[src/rtl/eth_40gb_tx_lane_gearbox.sv]
// One 40GBASE-R transmit lane: scrambles 66b block payloads (x^58+x^39+1) and gears the
// 66-bit blocks down to 32-bit transceiver words, inserting idle blocks when upstream stalls.
module eth_40gb_tx_lane_gearbox #(
  parameter bit          SCRAMBLE_EN = 1'b1,
  parameter logic [57:0] SCR_SEED    = {58{1'b1}}
) (
  input  logic        core_clk,
  input  logic        core_resetn,
  input  logic        in_valid,
  output logic        in_ready,
  input  logic [1:0]  in_header,
  input  logic [63:0] in_payload,
  output logic [31:0] tx_data,
  output logic [15:0] idle_ins_cnt
);

  localparam logic [63:0] IdlePayload = 64'h0000_0000_0000_001E;
  localparam logic [1:0]  CtrlHeader  = 2'b10;

  logic [97:0] buf_q, buf_d, buf_post;
  logic [6:0]  cnt_q, cnt_d;
  logic [57:0] scr_q, scr_d;
  logic [31:0] tx_data_q, tx_data_d;
  logic [15:0] idle_cnt_q, idle_cnt_d;

  logic         load;
  logic [1:0]   blk_hdr;
  logic [63:0]  blk_pay;
  logic [121:0] scr_res;
  logic [65:0]  blk;

  // Serial-equivalent scrambler: bit 0 first, each output bit fed back into the state.
  function automatic logic [121:0] scramble(input logic [57:0] seed, input logic [63:0] d);
    logic [57:0] s;
    logic [63:0] o;
    s = seed;
    o = '0;
    for (int i = 0; i < 64; i++) begin
      o[i] = d[i] ^ s[38] ^ s[57];
      s    = {s[56:0], o[i]};
    end
    return {s, o};
  endfunction

  assign load     = (cnt_q < 7'd32);
  assign in_ready = load;

  always_comb begin
    blk_hdr = in_valid ? in_header  : CtrlHeader;
    blk_pay = in_valid ? in_payload : IdlePayload;
    scr_res = SCRAMBLE_EN ? scramble(scr_q, blk_pay) : {scr_q, blk_pay};
    blk     = {scr_res[63:0], blk_hdr};
    scr_d   = load ? scr_res[121:64] : scr_q;

    // Bits at and above cnt are always zero, so the new block can be ORed in place.
    buf_post  = load ? (buf_q | ({32'd0, blk} << cnt_q)) : buf_q;
    tx_data_d = buf_post[31:0];
    buf_d     = {32'd0, buf_post[97:32]};
    cnt_d     = cnt_q + (load ? 7'd66 : 7'd0) - 7'd32;

    idle_cnt_d = idle_cnt_q;
    if (load && !in_valid && (idle_cnt_q != 16'hFFFF)) begin
      idle_cnt_d = idle_cnt_q + 16'd1;
    end
  end

  always_ff @(posedge core_clk or negedge core_resetn) begin
    if (!core_resetn) begin
      buf_q      <= '0;
      cnt_q      <= '0;
      scr_q      <= SCR_SEED;
      tx_data_q  <= '0;
      idle_cnt_q <= '0;
    end else begin
      buf_q      <= buf_d;
      cnt_q      <= cnt_d;
      scr_q      <= scr_d;
      tx_data_q  <= tx_data_d;
      idle_cnt_q <= idle_cnt_d;
    end
  end

  assign tx_data      = tx_data_q;
  assign idle_ins_cnt = idle_cnt_q;

endmodule

[config.mk]
export PLATFORM = sky130hd
export DESIGN_NAME = eth_40gb_tx_lane_gearbox
export DESIGN_NICKNAME = d
export VERILOG_FILES = /design/src/rtl/eth_40gb_tx_lane_gearbox.sv
export SDC_FILE = /design/constraint.sdc
export NUM_CORES = 1
export LEC_CHECK = 0
export ABC_AREA = 1
export BUFFER_PORTS_ARGS = -buffer_cell sky130_fd_sc_hd__buf_2
export CAP_MARGIN = 10
export CORE_MARGIN = 2
export CORE_UTILIZATION = 40
export DETAILED_ROUTE_END_ITERATION = 7
export SETUP_SLACK_MARGIN = 0.3
export SLEW_MARGIN = 15
export SYNTH_ARGS = -nofsm -noshare
export SYNTH_HDL_FRONTEND = slang
export SYNTH_SLANG_ARGS = --single-unit
[constraint.sdc]
create_clock -name core_clk -period 2.6 [get_ports core_clk]
set_input_delay 0.26 -clock core_clk [delete_from_list [all_inputs] [get_ports core_clk]]
set_output_delay 0.26 -clock core_clk [all_outputs]
set_load 0.005 [all_outputs]
==> out/metrics.yaml, run 1 <==
outcome:
  outcome: "complete, no violations"
power:
  p_leak_nw: 7.03
  p_per_area_nw_per_um2: 1230
  vdd.ir_drop.worst_v: 0.000535
timing:
  fmax_mhz: 442
  slew_violations: 0
  skew_ns: 0.0124
  rsz0062_at_grt: "false"
  fin_crit_ns: 2.26
  setup_ws_ns: 0.338
  fin_tns_setup_ns: 0
  finalHoldViolCount: 0
  period_share_pct: 87.0
  maxSlewHeadroom_pct: 56.5
  worstMarginPinSlew_ns: 0.650
  setup_viol: 0
floorplan:
  die_w_um: 175
  rows: 62
  core_area_um2: 28700
  ios: 118
  start_util_pct: 40.6
  die_h_um: 175
  dieArea_um2: 30500
placement:
  numPortBuffers: 117
  routabilityCongestion: 1.04
  place_ws_ns: 0.222
  hpwl_um: 32100
setup_path:
  endpoint_kind: "flip-flop"
  r2r-start: "scr_q[28]$_DFFE_PN1P_"
  arrival_ns: 2.56
  reg2reg_slack_ns: 0.34
  worstPathRequired_ns: 2.90
  crit_fanout: 4
  reg2reg_depth: 11
  rr_endpoint: "buf_q[25]$_DFF_PN0_"
  path_class: "flip-flop to flip-flop"
  worst_setup_path_start_kind: "flip-flop"
route:
  met1_length_um: 18100
  highest_layer: "met5"
  drtAntennaViolNets: 0
  via_count: 11900
  wl_per_cell_um: 19.7
  drc: 0
  dr.pass1.iters: 6
  dr_wl_met3_um: 3060
  drt-total-wl_um: 42800
  drt_iter0_drc: 1289
  met2_length_um: 19400
  viasPerCell: 5.49
grt:
  grt_overflow: 0
  grt_pass1_wl_um: 66400
  antenna_found_initial: 1
  grt_pass1_vias: 11500
  grt_max_degree: 84
  grt_util_all_layers_pct: 28.6
clock_network:
  root_buffer: "clkbuf_16"
  cts_num_sinks: 178
  htreeDepth: 4
  clock_latency_ns: 0.45
  cts_tree: "done"
  numCtsBuffers: 17
  clockBufferDepth: 2
  clkTransAtPathRegs_ns: 0.07
synthesis:
  synthArstFlopShare_pct: 100
  synth_cells: 1689
  syn_area_per_cell_um2: 6.90
  ys_warn_count: 0
  syn-cell-area_um2: 11700
  synth_common_cells: "nand2_1 (558), nand3_1 (395), inv_1 (156), dfrtp_1 (120), o21ai_0 (68)"
  synth_top_area_share_pct: 25.8
  synthFlopType: "dfrtp_1"
  synth_edf_count: 0
  synth_area_leader_cell: "dfrtp_1"
  yosysMostFrequentCell: "nand2_1"
  ys_types: 43
  synth_area_leaders: "dfrtp_1 (26%), nand2_1 (18%), nand3_1 (17%), dfstp_2 (13%), inv_1 (5.0%)"
  ys_seq_area_share_pct: 38.8
  ys_ff_latch: 178
hold_path:
  hold_class: "primary input to flip-flop"
  hold_path.startpoint: "in_payload[4]"
  min_to: "scr_q[20]$_DFFE_PN1P_"
  min_path_cells: 4
run:
  drv_cap: 0
finish:
  num-nets-final: 1850
  area_growth_pct: 14.4
  drive_gt1_share_pct: 15.7
where the power goes:
group | switching (mW) | total (mW) | internal [mW] | leakage (nW)
Combinational | 6.19 | 9.11 | 2.91 | 4.58
Clock | 1.27 | 2.66 | 1.39 | 0.292
Sequential | 0.564 | 4.65 | 4.09 | 2.15
Total | 8.03 | 16.4 | 8.39 | 7.03
cells in the final DEF (no fill, tap or decap), drive strengths merged, types with 4 or more instances in the layout:
cell type and instances:
xnor2 12, xor2 40, a31o 7, nand2 562, dfrtp 120, inv 167
dfstp 58, nand3b 30, nand3 396, clkbuf 22, nor2 38, or2 11
o21ai 77, buf 155, o211ai 40, a21oi 15, o21bai 4, nand4 4
ha 4, and2 8, a21o 5
logic make-up (layout without fill, tap and decap cells):
family | count (synthesis) | after routing | synth area share [%]
AO/OA/AOI/OAI | 152 | 152 | 7.91
buffers and inverters | 248 | 348 | 8.62
flip-flops | 178 | 178 | 38.8
other | 1 | 3 | 0.0322
multiplexers | 2 | 2 | 0.182
AND/OR/NAND/NOR | 1052 | 1052 | 40.1
XOR/XNOR | 52 | 52 | 3.91
adder cells (fa/ha/maj) | 4 | 4 | 0.429
per-stage QoR:
step / util [%] / power [mW] / hold WS, ns / std cells / area [µm²]
2_1_floorplan: - / 10.2 / -0.0356 / 1690 / 11700
3_3_place_gp: 44.3 / 13.5 / 0.261 / 2141 / 12700
3_5_place_dp: 44.3 / 13.6 / 0.255 / 2141 / 12700
4_1_cts: 46.4 / 16.2 / 0.228 / 2174 / 13300
5_1_grt: 46.5 / 17.7 / 0.282 / 2174 / 13300
6_report: 46.5 / 16.4 / 0.244 / 2175 / 13300
worst max path at each step:
stage / startpoint / end / slack (ns) / cells past startpoint
finish: scr_q[28]$_DFFE_PN1P_ / buf_q[25]$_DFF_PN0_ / 0.34 / 11
CTS: scr_q[37]$_DFFE_PN1P_ / tx_data[13]$_DFF_PN0_ / 0.34 / 9
detailed placement: in_valid / tx_data[13]$_DFF_PN0_ / 0.22 / 11
floorplan: cnt_q[5]$_DFF_PN0_ / cnt_q[4]$_DFF_PN0_ / 0.64 / 8
global route: scr_q[37]$_DFFE_PN1P_ / buf_q[40]$_DFF_PN0_ / 0.29 / 16
global placement: in_valid / tx_data[13]$_DFF_PN0_ / 0.21 / 11
routing by layer:
layer | GRT usage (%) | vias up
met3 | 4.57 | 95
met5 | 0 | -
met4 | 14.3 | 2
li1 | - | 5699
met1 | 38.1 | 5631
met2 | 45.2 | 519
cell type report:
class | instances | area (µm²)
fill | 3015 | 15400
inverter | 160 | 601
clock buffer | 22 | 495
multi-input combinational | 1264 | 6160
timing repair buffer | 156 | 978
sequential | 178 | 4530
clock inverter | 10 | 86.3
antenna | 1 | 2.50
tap | 384 | 480
registers in the layout, summed over array words and instances (netlist names):
name          flops
buf_q            66
scr_q            58
tx_data          32
idle_ins_cnt     16
cnt_q             6
repair_timing:
item / in CTS / in global routing
resized for setup: 1 / 8
pin swaps: 0 / 1
hold buffers: 1 / 0
buffers inserted: 0 / 0
endpoints found under the setup margin: 1 / 24
hold endpoints to repair: 24 / 0
critical path, stage by stage (launching register included):
cell,delay [ns]
dfstp_2,0.58
nand2_1,0.07
nand2_1,0.07
nand3_1,0.08
nand2_1,0.29
nand2_1,0.25
nand3_1,0.17
nand3_1,0.15
nand2_1,0.14
nand2_1,0.08
nand3_1,0.09
nand3b_1,0.14
No activity file was read; power rests on OpenSTA's default activity.
==> run 2, diff against run 1 <==
- clock period: 2.6 -> 2.8 ns (I/O delays scaled with it)
==> run 2 against run 1 <==
- power down 7.8%
- sequential power down 6.7%
- count of clock-buffer cells in the layout down 2
- wire length down 0.51%
- clock skew up 0.0019 ns
- critical path type unchanged
- critical endpoint is now buf_q[23]$_DFF_PN0_
- largest cell class unchanged
- largest power group unchanged
- highest routed layer is now met4
==> out/metrics.yaml, run 2 (synthesis gave the netlist of run 1 again) <==
finish:
  final_common_cell: "nand2_1"
  largest_reg_flops: 66
  stdcell_count: 2167
  final_cell_mix: "nand2_1 (558), nand3_1 (395), inv_1 (154)"
  antenna_cells: 0
  area_growth_pct: 14.0
  largest-register: "buf_q"
  drive_gt1_share_pct: 15.0
  num-nets-final: 1843
timing:
  rsz0062_at_grt: "false"
  slew_violations: 0
  setup_viol: 0
  maxSlewHeadroom_pct: 50.5
  setup_ws_ns: 0.475
  worstMarginPinSlew_ns: 0.743
  finalHoldViolCount: 0
  fin_tns_setup_ns: 0
  skew_ns: 0.0143
  period_share_pct: 83.0
  fin_crit_ns: 2.32
  fmax_mhz: 430
setup_path:
  worst_setup_path_start_kind: "flip-flop"
  r2r-start: "scr_q[26]$_DFFE_PN1P_"
  cp_slowest_cell: "dfstp_2"
  crit_fanout: 4
  critPathMostFrequentCell: "nand2_1"
  reg2reg_slack_ns: 0.48
  worstPathCellList: "inv_1 > nand2_1 > nand3_1 > nand2_1 > nand2_1 > nand3_1 > nand3_1 > nand2_1 > nand2_1 > nand2_1 > nand2_1 > nand2_1 > nand2_1"
  slowest_delay_ns: 0.57
  rr_endpoint: "buf_q[23]$_DFF_PN0_"
  endpoint_kind: "flip-flop"
  path_class: "flip-flop to flip-flop"
  cp_num_buf_inv: 1
  arrival_ns: 2.66
  worstPathRequired_ns: 3.13
  reg2reg_depth: 13
  crit_family: "simple AND/OR/NAND/NOR gates"
placement:
  numPortBuffers: 117
  routabilityCongestion: 0.994
  place_ws_ns: 0.444
  hpwl_um: 31900
  dp_cells: 2134
floorplan:
  start_util_pct: 40.6
  die_h_um: 175
  ios: 118
  dieArea_um2: 30500
  rows: 62
  core_area_um2: 28700
  die_w_um: 175
grt:
  grt_pass1_wl_um: 66500
  antenna_found_initial: 0
  grt_overflow: 0
  grt_pass1_vias: 11400
  grt_max_degree: 90
  grt_util_all_layers_pct: 28.7
clock_network:
  clockBufferDepth: 2
  root_buffer: "clkbuf_16"
  numCtsBuffers: 17
  cts_num_sinks: 178
  cts_tree: "done"
  clock_latency_ns: 0.45
  htreeDepth: 4
  clkTransAtPathRegs_ns: 0.08
route:
  wl_per_cell_um: 19.7
  via_count: 11800
  drtAntennaViolNets: 0
  dr.pass1.iters: 6
  drc: 0
  drt_iter0_drc: 1344
  drt-total-wl_um: 42600
  viasPerCell: 5.47
outcome:
  outcome: "complete, no violations"
run:
  drv_cap: 0
hold_path:
  hold_path.startpoint: "in_payload[4]"
  min_to: "scr_q[20]$_DFFE_PN1P_"
  hold_class: "primary input to flip-flop"
  min_path_cells: 4
power:
  vdd.ir_drop.worst_v: 0.000498
  p_per_area_nw_per_um2: 1140
  p_leak_nw: 7.00
run 2: cell count changes in the layout (fill, tap and decap cells not counted), moves of 2 or more:
cell,before,now
clkbuf_8,3,1
buf_12,7,9
nand2_2,7,3
buf_4,30,22
nand2_1,554,558
run 2: where the power goes:
group | switching [mW] | internal (mW) | total, mW
registers | 0.539 | 3.80 | 4.34
clock network | 1.17 | 1.30 | 2.48
logic | 5.71 | 2.62 | 8.33
run 2: how the worst max path moves through the flow:
stage / from / end / slack [ns] / cells past startpoint
after floorplan: cnt_q[5]$_DFF_PN0_ / cnt_q[4]$_DFF_PN0_ / 0.84 / 8
after global placement: in_valid / buf_q[18]$_DFF_PN0_ / 0.47 / 12
after detailed placement: in_valid / buf_q[18]$_DFF_PN0_ / 0.44 / 12
after CTS: cnt_q[5]$_DFF_PN0_ / in_ready / 0.51 / 3
after global routing: scr_q[26]$_DFFE_PN1P_ / buf_q[23]$_DFF_PN0_ / 0.31 / 13
final: scr_q[26]$_DFFE_PN1P_ / buf_q[23]$_DFF_PN0_ / 0.48 / 13
run 2: layer usage:
| layer | vias up | track usage, % | part of all wire [%] |
|---|---|---|---|
| li1 | 5682 | - | - |
| met5 | - | 0 | 0 |
| met1 | 5537 | 37.7 | 42 |
| met3 | 110 | 6.77 | 8.6 |
| met2 | 520 | 44.2 | 44 |
| met4 | 0 | 14.7 | 5.4 |
run 2: tightest hold or removal path, cell delays in order:
cell      delay, ns
buf_2          0.09
o211ai_2       0.09
nand3_1        0.16
a31oi_1        0.11
run 2: what timing repair did:
| action | 4_1_cts | 5_1_grt |
|---|---|---|
| hold buffers | 1 | 0 |
| resized for setup | 0 | 0 |
| endpoints found under the hold margin | 37 | 0 |
| setup buffers | 0 | 0 |
run 2: layout make-up:
cell class	count	area, µm²
clock buffers	20	489
well taps	384	480
clock inverters	12	104
multi-input cells	1264	6140
inverters	160	601
repair buffers	149	947
flip-flops and latches	178	4530
fillers	2986	15400
run 2: per-stage QoR:
step	total power, mW	util, %	hold slack [ns]	cell area [µm²]
2_1_floorplan	9.48	-	-0.0156	11700
3_3_place_gp	12.4	44.2	0.362	12700
3_5_place_dp	12.5	44.2	0.363	12700
4_1_cts	15.1	46.3	0.276	13300
5_1_grt	16.4	46.3	0.313	13300
6_report	15.1	46.3	0.291	13300
==> run 3, diff against run 2 <==
- clock period: 2.8 -> 2.4 ns (I/O delays scaled with it)
==> run 3 against run 2 <==
- sequential share of layout area is 1.2 points lower
- count of clock-buffer cells in the layout is 2 lower
- largest cell class unchanged
- final cell count is 1.5% higher
- register-to-register slack worse by 0.15 ns
- first-iteration DRC count is 14% lower
- hold slack worse by 0.078 ns
==> out/metrics.yaml, run 3 (synthesis gave the netlist of run 1 again) <==
power:
  p_sw_mw: 9.02
  power_frac_clock_pct: 15.5
  power_switching_share_pct: 49.0
  combPwrFrac_pct: 57.2
  seq_power_share_pct: 27.4
  p_int_mw: 9.37
  p_total_mw: 18.4
  p_per_area_nw_per_um2: 1340
  vdd.ir_drop.worst_v: 0.000529
  p_leak_nw: 7.21
route:
  via_count: 12000
  drtAntennaViolNets: 0
  dr.pass1.iters: 5
  wl_per_cell_um: 20.1
  viasPerCell: 5.45
  drt_iter0_drc: 1162
  drc: 0
  drt-total-wl_um: 44200
hold_path:
  hold_class: "primary input to flip-flop"
setup_path:
  worstPathCellList: "inv_1 > nand2_1 > nand3_1 > nand2_2 > inv_2 > nand2_1 > nand2_2 > nand2_1 > nand3_2 > nand2_1 > nand2_1 > nand2_1 > nand2_1 > nand2_1 > nand2_1"
  critPathMostFrequentCell: "nand2_1"
  path_class: "flip-flop to flip-flop"
  slowest_delay_ns: 0.58
  endpoint_kind: "flip-flop"
  arrival_ns: 2.41
  cp_slowest_cell: "dfstp_2"
  crit_fanout: 5
  worstPathRequired_ns: 2.74
  worst_setup_path_start_kind: "flip-flop"
placement:
  routabilityCongestion: 0.983
  dp_cells: 2156
  hpwl_um: 32300
  numPortBuffers: 117
finish:
  stdcell_count: 2200
  drive_gt1_share_pct: 19.3
  num-nets-final: 1876
  fillers: 2970
  antenna_cells: 0
  register_area_um2: 4530
  final_common_cell: "nand2_1"
  multi_input_area_um2: 6330
  final_cell_mix: "nand2_1 (536), nand3_1 (378), inv_1 (151)"
  largest-register: "buf_q"
  area_growth_pct: 18.1
  post-route-util_pct: 48.0
  largest_reg_flops: 66
timing:
  rsz0062_at_grt: "true"
  slew_violations: 0
  finalHoldViolCount: 0
  maxSlewHeadroom_pct: 53.2
  fin_crit_ns: 2.07
  fin_tns_setup_ns: 0
  worstMarginPinSlew_ns: 0.702
  period_share_pct: 86.3
  fmax_mhz: 483
  skew_ns: 0.0260
  setup_viol: 0
floorplan:
  die_h_um: 175
  start_util_pct: 40.6
  rows: 62
  die_w_um: 175
  ios: 118
  dieArea_um2: 30500
  core_area_um2: 28700
grt:
  grt_util_all_layers_pct: 29.1
  grt_pass1_wl_um: 67100
  grt_max_degree: 109
  antenna_found_initial: 0
  grt_overflow: 0
  grt_pass1_vias: 11300
clock_network:
  htreeDepth: 4
  clock_latency_ns: 0.47
  cts_num_sinks: 178
  numCtsBuffers: 17
  cts_tree: "done"
  clockBufferDepth: 2
  root_buffer: "clkbuf_16"
  clkTransAtPathRegs_ns: 0.08
outcome:
  outcome: "complete, no violations"
run:
  drv_cap: 0
-- run 3: cell count changes in the layout (fill, tap and decap cells not counted), sizes merged --
cell / delta
buf: +32
clkinvlp: +1
clkinv: +4
inv: -3
clkbuf: -1
-- run 3: routing by layer --
metal / up-vias / wire length (µm) / global-route usage (%)
li1: 5753 / - / -
met1: 5681 / 18900 / 39.4
met2: 478 / 20300 / 46.5
met3: 69 / 3250 / 5.03
met4: 0 / 1680 / 11.0
met5: - / 0 / 0
-- run 3: critical path, delay by kind of cell (launching register included) --
family	cells	cell delay, ns
buf+inv	2	0.15
flops	1	0.58
simple gates	13	1.22
-- run 3: what timing repair did --
item,CTS,global route
gates resized for setup,5,55
endpoints found under the hold margin,43,0
buffers inserted,0,10
gates cloned,0,1
pin swaps,0,9
hold buffers,1,0
setup endpoints to repair,20,74
-- run 3: path summary, 6_finish.rpt --
| check | start | to | slack (ns) | cells after the start |
|---|---|---|---|---|
| worst min-delay path | in_payload[4] | scr_q[20]$_DFFE_PN1P_ | 0.21 | 4 |
| min in group asynchronous | core_resetn | idle_ins_cnt[9]$_DFFE_PN0P_ | 0.36 | 2 |
| worst min register to register | buf_q[7]$_DFF_PN0_ | tx_data[7]$_DFF_PN0_ | 0.43 | 1 |
| worst max register to register | scr_q[37]$_DFFE_PN1P_ | buf_q[16]$_DFF_PN0_ | 0.33 | 15 |
| max in group asynchronous | core_resetn | scr_q[42]$_DFFE_PN1P_ | 1.30 | 3 |
| worst max-delay path | scr_q[37]$_DFFE_PN1P_ | buf_q[16]$_DFF_PN0_ | 0.33 | 15 |
-- run 3: area by class of cell --
cell class | instances | area share [%]
multi-input combinational | 1264 | 46.0
sequential | 178 | 32.9
timing repair buffer | 182 | 9.04
inverter | 160 | 4.36
tap | 384 | 3.49
clock buffer | 18 | 3.19
clock inverter | 14 | 1.01
-- run 3: power by group through the flow --
| stage | clock network, mW | registers, mW | logic (mW) |
|---|---|---|---|
| 2_1_floorplan | 0 | 4.98 | 6.08 |
| 5_1_grt | 3.02 | 5.16 | 11.7 |
| 3_3_place_gp | 0 | 5.06 | 9.77 |
| 4_1_cts | 2.89 | 5.03 | 9.93 |
| 6_report | 2.85 | 5.03 | 10.5 |
| 3_5_place_dp | 0 | 5.08 | 9.86 |
-- run 3: per-stage QoR --
step	hold slack, ns	area (µm²)	setup slack, ns
3_5_place_dp	0.304	12900	0.114
6_report	0.213	13800	0.330
5_1_grt	0.233	13800	0.206
4_1_cts	0.186	13500	0.303
3_3_place_gp	0.306	12900	0.119
2_1_floorplan	-0.0556	11700	0.440
